## config.mk

```make
export PLATFORM = sky130hd
export DESIGN_NAME = layers_mux_ctrl
export DESIGN_NICKNAME = d
export VERILOG_FILES = /design/src/rtl/layers_mux_ctrl.sv
export SDC_FILE = /design/constraint.sdc
export NUM_CORES = 1
export LEC_CHECK = 0
export ABC_CLOCK_PERIOD_IN_PS = 2600
export BUFFER_PORTS_ARGS = -buffer_cell sky130_fd_sc_hd__buf_2
export CAP_MARGIN = 20
export CELL_PAD_IN_SITES_DETAIL_PLACEMENT = 0
export CELL_PAD_IN_SITES_GLOBAL_PLACEMENT = 1
export CORE_UTILIZATION = 30
export DETAILED_ROUTE_END_ITERATION = 10
export PLACE_DENSITY_LB_ADDON = 0.1
export SLEW_MARGIN = 20
export SYNTH_ARGS = -nofsm -noshare
export SYNTH_HDL_FRONTEND = slang
export SYNTH_SLANG_ARGS = --single-unit
export TNS_END_PERCENT = 5
```

## constraint.sdc

```tcl
create_clock -name clk -period 2.6 [get_ports clk]
set_input_delay 0.39 -clock clk [delete_from_list [all_inputs] [get_ports clk]]
set_output_delay 0.39 -clock clk [all_outputs]
set_load 0.05 [all_outputs]
```

## src/rtl/layers_mux_ctrl.sv

```systemverilog
// -----------------------------------------------------------------------------
// layers_mux_ctrl
// Per-pixel layer arbiter and frame-synchronous controller for the VGA path.
// Each clock it picks the colour of the highest-priority visible, enabled,
// non-transparent layer (layer 0 wins). If no layer qualifies it picks the
// background colour. Off-screen pixels are black. The chosen colour is
// registered.
// Per frame it ORs every collision participant into an accumulator. The
// accumulator is published as collisionFlags on startOfFrame, and
// frameCount is incremented at the same time.
//
// Ports
//   clk            pixel clock
//   resetN         asynchronous active-low reset
//   startOfFrame   one-cycle pulse on the first pixel of a frame
//   pixelX/pixelY  current pixel coordinates (11 bits each)
//   layerDrawReq   per-layer draw request, bit 0 = highest priority
//   layerRGB       layer i colour in [8i+7:8i], RRRGGGBB
//   BG_RGB         background colour
//   bordersDrawReq background drawer is painting a border/bracket pixel
//   enableMaskIn   requested layer enable mask
//   enableMaskWr   write strobe for enableMaskIn
//   RGBout         registered pixel colour
//   collisionPulse one-cycle pulse on the first collision of a frame
//   collisionFlags sticky collision flags of the previous frame
//                  (bit i = layer i, bit 4 = borders)
//   frameCount     completed frames, wraps at 8 bits
// -----------------------------------------------------------------------------
module layers_mux_ctrl #(
  parameter logic [7:0] TRANSPARENT_ENCODING = 8'hFF,
  parameter int         H_VISIBLE            = 640,
  parameter int         V_VISIBLE            = 480
) (
  input  logic        clk,
  input  logic        resetN,
  input  logic        startOfFrame,
  input  logic [10:0] pixelX,
  input  logic [10:0] pixelY,
  input  logic [3:0]  layerDrawReq,
  input  logic [31:0] layerRGB,
  input  logic [7:0]  BG_RGB,
  input  logic        bordersDrawReq,
  input  logic [3:0]  enableMaskIn,
  input  logic        enableMaskWr,
  output logic [7:0]  RGBout,
  output logic        collisionPulse,
  output logic [4:0]  collisionFlags,
  output logic [7:0]  frameCount
);

  logic [3:0] r_mask_pend;
  logic [3:0] r_mask_act;
  logic [4:0] r_acc;
  logic       r_seen;

  logic       w_visible;
  logic [3:0] w_mask_eff;
  logic [3:0] w_active;
  logic [4:0] w_part;
  logic [2:0] w_cnt;
  logic       w_coll;
  logic [7:0] w_rgb;
  logic       w_seen_eff;
  logic [4:0] w_acc_base;

  assign w_visible = (pixelX < 11'(H_VISIBLE)) && (pixelY < 11'(V_VISIBLE));

  // The startOfFrame pixel already belongs to the new frame, so it must see
  // the mask that becomes active on this edge. That is either the pending
  // value or a write landing on the same cycle.
  assign w_mask_eff = startOfFrame ? (enableMaskWr ? enableMaskIn : r_mask_pend)
                                   : r_mask_act;

  always_comb begin
    w_active = 4'b0000;
    for (int i = 0; i < 4; i++) begin
      w_active[i] = layerDrawReq[i] && w_mask_eff[i] && w_visible &&
                    (layerRGB[8*i +: 8] != TRANSPARENT_ENCODING);
    end
  end

  assign w_part = {bordersDrawReq && w_visible, w_active};

  always_comb begin
    w_cnt = 3'd0;
    for (int i = 0; i < 5; i++) begin
      w_cnt = w_cnt + 3'(w_part[i]);
    end
  end

  assign w_coll = (w_cnt >= 3'd2);

  // Scan from lowest priority up so the lowest-index active layer wins.
  always_comb begin
    w_rgb = BG_RGB;
    for (int i = 3; i >= 0; i--) begin
      if (w_active[i]) w_rgb = layerRGB[8*i +: 8];
    end
    if (!w_visible) w_rgb = 8'h00;
  end

  // On startOfFrame the frame state is cleared first. A collision on that
  // same pixel then counts toward the new frame.
  assign w_seen_eff = startOfFrame ? 1'b0 : r_seen;
  assign w_acc_base = startOfFrame ? 5'b00000 : r_acc;

  // Output stage: colour and collision pulse, one cycle after the inputs
  always_ff @(posedge clk or negedge resetN) begin
    if (!resetN) begin
      RGBout         <= 8'h00;
      collisionPulse <= 1'b0;
    end else begin
      RGBout         <= w_rgb;
      collisionPulse <= w_coll && !w_seen_eff;
    end
  end

  // Frame control: masks, accumulator and published per-frame state
  always_ff @(posedge clk or negedge resetN) begin
    if (!resetN) begin
      r_mask_pend    <= 4'b1111;
      r_mask_act     <= 4'b1111;
      r_acc          <= 5'b00000;
      r_seen         <= 1'b0;
      collisionFlags <= 5'b00000;
      frameCount     <= 8'h00;
    end else begin
      if (enableMaskWr) r_mask_pend <= enableMaskIn;
      if (startOfFrame) begin
        r_mask_act     <= w_mask_eff;
        collisionFlags <= r_acc;
        frameCount     <= frameCount + 8'd1;
      end
      r_acc  <= w_coll ? (w_acc_base | w_part) : w_acc_base;
      r_seen <= w_seen_eff || w_coll;
    end
  end

endmodule

```

=== Yosys cells after proc, flatten, opt, wreduce, memory -nomap -nowiden ===
Cells that the tools add are included.

* Bits in registers: 36
* Input bits: 75
* Output and inout bits: 22

* $add $sub $neg: 5
* Order comparisons: 3
* Equality and inequality tests: 4
* Muxes and demuxes: 10
* Bitwise logic cells: 1
* Reductions and logical operators: 17

{| class="wikitable"
|+ Operator list
! kind !! number
|-
| $mux 8 || 5
|-
| $ne 8x8->1 const B || 4
|-
| $logic_and 1x1->1 || 15
|-
| $lt 11x10->1 const B || 1
|-
| $lt 11x9->1 const B || 1
|-
| $mux 5 || 2
|-
| $add 8x1->8 const B || 1
|-
| $mux 4 || 2
|-
| $add 3x1->3 || 2
|-
| $or 5x5->5 || 1
|-
| $add 2x1->3 || 1
|-
| $ge 3x2->1 const B || 1
|-
| $add 1x1->2 || 1
|-
| $logic_not 1->1 || 1
|-
| $logic_or 1x1->1 || 1
|-
| $mux 1 || 1
|}

=== Longest topological paths before layout ===
Gate-level depths: netlist (run 1).

* Depth after elaboration: 11
* Mapped depth: 10

=== Worst setup path after synthesis (run 1) ===
OpenSTA, ideal clock, no wires.

* Path type: input to register
* Start point: input port pixelX[10]
* End point: register r_seen
* Library setup time: 145 ps
* Arrival: 2754 ps
* Required time: 2455 ps
* Path slack: -299 ps
* Cell stages on the path: 9
* Cell sequence: nor3_1 > nand3_1 > clkbuf_1 > clkbuf_1 > nor3_1 > fa_1 > ha_1 > a211oi_4 > o21ai_0

* Cells in the longest elaborated chain, start to end: 10
* Elaborated cells on any way between the ends: 17
* Those cells by class: 4 x add/sub; 2 x order compare; 11 x reduce/logical

{| class="wikitable"
|+ RTL lines
! item !! line !! RTL
|-
| start: declaration || 37 || <nowiki>input logic [10:0] pixelX,</nowiki>
|-
| $lt 11x10->1 (*) || 66 || <nowiki>assign w_visible = (pixelX < 11'(H_VISIBLE)) && (pixelY < 11'(V_VISIBLE));</nowiki>
|-
| $logic_and 1x1->1 (*) || 66 ||
|-
| $logic_and 1x1->1 (2 in series) || 77 || <nowiki>w_active[i] = layerDrawReq[i] && w_mask_eff[i] && w_visible &&</nowiki>
|-
| $add 1x1->2 || 87 || <nowiki>w_cnt = w_cnt + 3'(w_part[i]);</nowiki>
|-
| $add 2x1->3 || 87 ||
|-
| $add 3x1->3 || 87 ||
|-
| $add 3x1->3 (*) || 87 ||
|-
| $ge 3x2->1 (*) || 91 || <nowiki>assign w_coll = (w_cnt >= 3'd2);</nowiki>
|-
| $logic_or 1x1->1 (*) || 135 || <nowiki>r_seen <= w_seen_eff || w_coll;</nowiki>
|-
| end signal: assignment || 135 ||
|-
| end: declaration || 54 || <nowiki>logic r_seen;</nowiki>
|}

Every way passes the cells marked *; elsewhere a longest branch is shown, timed or not.
A chain may end at the register's enable or synchronous reset.

=== Worst setup path in the final report (run 1) ===
* Start point: register r_mask_pend[0]
* End point: register r_seen

* Cells in the longest elaborated chain, start to end: 11

{| class="wikitable"
|+ RTL lines
! item !! line !! RTL
|-
| start: declaration || 51 || <nowiki>logic [3:0] r_mask_pend;</nowiki>
|-
| start signal: assignment || 128 || <nowiki>if (enableMaskWr) r_mask_pend <= enableMaskIn;</nowiki>
|-
| $mux 4 || -- ||
|-
| $mux 4 || 71 || <nowiki>assign w_mask_eff = startOfFrame ? (enableMaskWr ? enableMaskIn : r_mask_pend)</nowiki>
|-
| $logic_and 1x1->1 (3 in series) || 77 ||
|-
| $add 1x1->2 || 87 ||
|-
| $add 2x1->3 || 87 ||
|-
| $add 3x1->3 (2 in series) || 87 ||
|-
| $ge 3x2->1 || 91 ||
|-
| $logic_or 1x1->1 || 135 ||
|}

No other way between the ends.

==> results.cfg, run 1 <==
[sta]
min_period_over_period_pct = 95.83
drv_slew = 0
setup_viol = 0
finalCriticalPeriod_ps = 2492
timing.fmax_ghz = 0.4014
slew_headroom_pct = 47.14
worst_hold_slack_ps = 180.9
fin_skew_ps = 7.886
hold_viol = 0
worstMarginPinSlew_ps = 792.9

[die]
die_h_um = 81.70
die_w_um = 81.70
coreArea_um2 = 6026
fp-row-count = 28
start_util_pct = 31.62
die_area_um2 = 6675
ioPinCount = 97

[clock_tree]
cts_setup_buffers = 0
tritoncts = yes
clock_latency_ps = 290
clk_pin_slew_ps = 80
postCtsHoldBufs = 0
clock-sinks = 36
clockBufferDepth = 2
root_buffer = clkbuf_8
cts_buffers = 5
h-tree-depth = 2
cts_resized = 0

[hold_path]
hold_class = input port to async pin

[logic_synthesis]
synth_seq_cells = 36
ys.flop_type = dfrtp_1
async_flop_share_pct = 100.0
ys_top_cells_by_area = dfrtp_1 (37%), dfstp_2 (11%), mux2_2 (4.1%)
synth_area_per_cell_um2 = 11.69
synth_warnings = 0
ys_types = 39
synth_fp_nets = 241
seq_area_frac_synth_pct = 47.80
synth_area_leader_cell = dfrtp_1
synth_cells = 163
synth_area_um2 = 1906
synth_edf_count = 0
yosys.area.top_type_share_pct = 36.77

[power_and_ir_drop]
intPower_uw = 1025
power_density_nw_per_um2 = 627.9
swShare_pct = 38.69
seqPwrFrac_pct = 42.6
power_leakage_uw = 0.001292
clkPwrFrac_pct = 23.4
p_comb_share_pct = 34.0
p_sw_uw = 646.5
vdd_ir_drop_max_mv = 0.4701

[setup_path]
slowest_stage = fa_1
path_class = flop to flop
cp-start-kind = flop
endpoint_kind = flop
arrival_ps = 2660
required_ps = 2770
slowest_delay_ps = 550
cpMostUsedCell = mux2_4
crit_chain = mux2_4 > mux2_4 > and2_4 > nand2_4 > inv_2 > fa_1 > ha_4 > a211oi_4 > buf_6 > o21ai_1
cp_max_fo = 6

[layout]
diodes = 0
final_cell_mix = buf_2 (84), dfrtp_1 (28), buf_4 (18), nand4_1 (11)
drive_gt1_share_pct = 54.31
fin_util_pct = 44.17
stdcell_area_um2 = 2661
stdcell_count = 342
fillers = 595
syn_to_final_growth_pct = 39.66
final_common_cell = buf_2
fin_nets = 344

[grt]
grt_usage_pct = 15.94
grt_pass1_wl_mm = 7.941
grt_max_degree = 37
antenna_found_initial = 0
grt_remaining_overflow = 0
grt_pass1_vias = 1632

[detailed_routing]
viasPerCell = 5.111
num_vias = 1748
drtPass1Iterations = 4
drtIter0Drc = 100
wl_per_cell_um = 14.75
wl_mm = 5.046
drc = 0
antenna_left = 0

[job]
cap_violations = 0

[status]
outcome = finished, final reports clean

[placed_design]
io_buffers = 84
place_area_um2 = 2570
dp_hpwl_mm = 4.044
dp.cells = 334
place_congestion = 0.8120
path summary, 6_finish.rpt:
| check | start | to | slack (ps) | cells past startpoint |
|---|---|---|---|---|
| min | resetN | RGBout[6]$_DFF_PN0_ | 180 | 1 |
| max in group asynchronous | resetN | r_acc[4]$_DFF_PN0_ | 1910 | 1 |
| max | r_mask_pend[0]$_DFF_PN1_ | r_seen$_DFF_PN0_ | 110 | 10 |
| min in group clk | enableMaskIn[0] | r_mask_pend[0]$_DFF_PN1_ | 350 | 2 |
| max reg2reg | r_mask_pend[0]$_DFF_PN1_ | r_seen$_DFF_PN0_ | 110 | 10 |
| min reg2reg | r_seen$_DFF_PN0_ | collisionPulse$_DFF_PN0_ | 450 | 1 |
state kept, by name (all words and copies together), names as in the netlist:
register	cells
collisionFlags	5
r_seen	1
r_mask_pend	4
RGBout	8
collisionPulse	1
frameCount	8
r_mask_act	4
r_acc	5
metal layers:
layer	vias to the layer above	routed length [µm]	global-route usage (%)
li1	843	-	-
met1	823	2399	22.07
met2	75	2256	24.67
met3	7	331	4.111
met4	0	59	4.035
met5	-	0	0
synth_stat cells (2+ instances only):
| cell type | count |
|---|---|
| dfrtp_1 | 28 |
| nand4_1 | 11 |
| a211oi_1 | 8 |
| a22oi_1 | 8 |
| dfstp_2 | 8 |
| inv_1 | 8 |
| o221ai_1 | 8 |
| o22ai_1 | 8 |
| o31a_1 | 8 |
| mux2_2 | 7 |
| nand2_1 | 7 |
| mux2_4 | 4 |
| nand3_1 | 4 |
| nor2_1 | 4 |
| o21ai_0 | 4 |
| xnor2_1 | 4 |
| buf_2 | 3 |
| xor2_1 | 3 |
| a211oi_4 | 2 |
| clkbuf_1 | 2 |
| ha_1 | 2 |
| nor3_1 | 2 |
| o21a_1 | 2 |
| o2bb2ai_1 | 2 |
| o41ai_2 | 2 |
critical path: cells and delay by family, from the launching register on:
kind | cells | cell delay, ps
adders and majority gates | 2 | 770
muxes | 2 | 540
DFF | 1 | 360
AOI/OAI and AO/OA | 2 | 310
and+or+nand+nor | 2 | 220
buffers and inverters | 2 | 200
cell type report:
cell class / count / area [µm²] / area share, %
well taps: 75 / 93.84 / 3.526
clock inverters: 3 / 18.77 / 0.7052
inverters: 8 / 30.03 / 1.128
multi-input cells: 112 / 972.2 / 36.53
clock buffers: 5 / 68.82 / 2.586
flip-flops and latches: 36 / 910.9 / 34.23
repair buffers: 103 / 566.8 / 21.30
metrics by stage:
step                setup TNS [ps]  power (µW)  setup slack [ps]
floorplan                   -151.1        1107            -63.67
global placement            -483.5        1296            -86.13
detailed placement          -583.9        1298            -105.5
CTS                              0        1698             76.92
global route               -0.2005        1765           -0.2005
finish                           0        1671             108.4
power by group through the flow:
stage / logic (µW) / registers (µW) / clock network, µW
2_1_floorplan: 193 / 914 / 0
3_3_place_gp: 572 / 724 / 0
3_5_place_dp: 571 / 726 / 0
4_1_cts: 573 / 715 / 409
5_1_grt: 611 / 726 / 428
6_report: 568 / 712 / 391
cells by family (layout without fill, tap and decap cells):
| logic type | after synthesis | in the layout | share of synthesized area, % |
|---|---|---|---|
| AO/OA/AOI/OAI | 57 | 57 | 25.21 |
| flip-flops | 36 | 36 | 47.80 |
| AND/OR/NAND/NOR | 33 | 33 | 9.719 |
| buffers and inverters | 15 | 119 | 3.217 |
| multiplexers | 12 | 12 | 8.470 |
| XOR/XNOR | 7 | 7 | 3.217 |
| adder cells (fa/ha/maj) | 3 | 3 | 2.364 |
Note: power is estimated with default switching activity, not from simulation.
==> run 2: changes to the inputs <==
- ABC_CLOCK_PERIOD_IN_PS: 2600 -> 2640
- CORE_UTILIZATION: 30 -> 34
- clock period: 2.6 -> 2.64 ns (I/O delays scaled with it)
==> run 2 against run 1 <==
Against the previous run: wire length fell by 2.0%; die area fell by 11%; sequential share of layout area rose by 0.36 points.
==> results.cfg, run 2 (same netlist as run 1, synthesis figures left out) <==
[clock_tree]
clk_pin_slew_ps = 70
clock_latency_ps = 290
cts_resized = 0
root_buffer = clkbuf_8
postCtsHoldBufs = 0
cts_setup_buffers = 0
clockBufferDepth = 2
tritoncts = yes
h-tree-depth = 2
clock-sinks = 36
cts_buffers = 5

[power_and_ir_drop]
power.total_uw = 1682
swShare_pct = 36.92
p_sw_uw = 621.0
p_comb_share_pct = 33.0
vdd_ir_drop_max_mv = 0.3332
intPower_uw = 1061
seqPwrFrac_pct = 41.7
power_leakage_uw = 0.001274
clkPwrFrac_pct = 25.3
power_density_nw_per_um2 = 638.6

[placed_design]
dp_slack_ps = -50.62
io_buffers = 84
place_congestion = 0.8017
dp_hpwl_mm = 3.868
dp.cells = 325

[die]
coreArea_um2 = 5238
ioPinCount = 97
die_w_um = 76.87
fp-row-count = 26
die_area_um2 = 5908
start_util_pct = 36.38
die_h_um = 76.87

[setup_path]
cp_max_fo = 6
slowest_delay_ps = 540
cp_top_family = adder cells
crit_chain = mux2_4 > mux2_4 > and2_4 > nand2_4 > inv_2 > fa_1 > ha_4 > a211oi_4 > buf_4 > o21ai_1
required_ps = 2820
startpoint = r_mask_pend[0]$_DFF_PN1_
endpoint_kind = flop
rr_startpoint = r_mask_pend[0]$_DFF_PN1_
path_class = flop to flop
critPathBufInv = 2
slowest_stage = fa_1
cp-start-kind = flop
cpMostUsedCell = mux2_4
arrival_ps = 2650

[detailed_routing]
drtPass1Iterations = 4
wl_mm = 4.946
drtIter0Drc = 52
antenna_left = 0
drc = 0
num_vias = 1697
viasPerCell = 5.096
wl_per_cell_um = 14.85

[grt]
grt_max_degree = 37
grt_pass1_wl_mm = 8.369
grt_usage_pct = 18.23
grt_remaining_overflow = 0
grt_pass1_vias = 1680
antenna_found_initial = 0

[sta]
timing.fmax_ghz = 0.4047
hold_viol = 0
setup_ws_ps = 169.1
fin_skew_ps = 9.896
min_period_over_period_pct = 93.60
slew_headroom_pct = 46.86
worst_hold_slack_ps = 200.7
worstMarginPinSlew_ps = 797.1
rsz0062_at_grt = no
setup_viol = 0
finalCriticalPeriod_ps = 2471
drv_slew = 0

[layout]
final_common_cell = buf_2
stdcell_count = 333
syn_to_final_growth_pct = 38.21
diodes = 0
fin_nets = 340
drive_gt1_share_pct = 53.23
fin_util_pct = 50.29
top_regs = RGBout (8), frameCount (8)
final_cell_mix = buf_2 (84), dfrtp_1 (28), buf_4 (15), nand4_1 (11)

[status]
outcome = finished, final reports clean

[job]
cap_violations = 0

[hold_path]
hold_class = input port to async pin
[run 2: power by group through the flow]
stage	sequential [µW]	clock (µW)	combinational [µW]
after floorplan	900	0	190
after global placement	712	0	557
after detailed placement	712	0	559
after CTS	702	447	559
after global routing	715	471	596
final	701	426	555
[run 2: per-stage QoR]
stage,instance area (µm²),setup TNS [ps]
2_1_floorplan,1964,-29.67
3_3_place_gp,2534,-254.4
3_5_place_dp,2534,-263.9
5_1_grt,2634,0
6_report,2634,0
4_1_cts,2634,0
[run 2: worst reg2reg max path: stages (launching register included)]
cell and delay [ps]:
dfstp_2 360, mux2_4 270, mux2_4 270, and2_4 150, nand2_4 50, inv_2 40, fa_1 540, ha_4 210
a211oi_4 230, buf_4 180, o21ai_1 70
[run 2: layout make-up]
type	count	area, µm²
clock buffer	8	100.1
fill	500	2604
inverter	8	30.03
multi-input combinational	112	972.2
sequential	36	910.9
tap	70	87.58
timing repair buffer	99	533.0
[run 2: worst paths after layout]
path,endpoint,slack (ps),depth (start not counted)
setup / recovery,r_seen$_DFF_PN0_,170,10
hold / removal,RGBout[3]$_DFF_PN0_,200,1
setup reg to reg,r_seen$_DFF_PN0_,170,10
hold reg to reg,collisionPulse$_DFF_PN0_,450,1
max in group asynchronous,collisionFlags[3]$_DFFE_PN0P_,1940,1
min in group clk,r_mask_pend[3]$_DFF_PN1_,360,2
[run 2: metal layers]
layer / vias to the layer above / part of all wire (%) / GRT usage (%)
li1: 835 / - / -
met2: 61 / 45 / 27.77
met1: 792 / 48 / 25.51
met3: 9 / 5.6 / 4.167
met5: - / 0 / 0
met4: 0 / 1.4 / 5.769
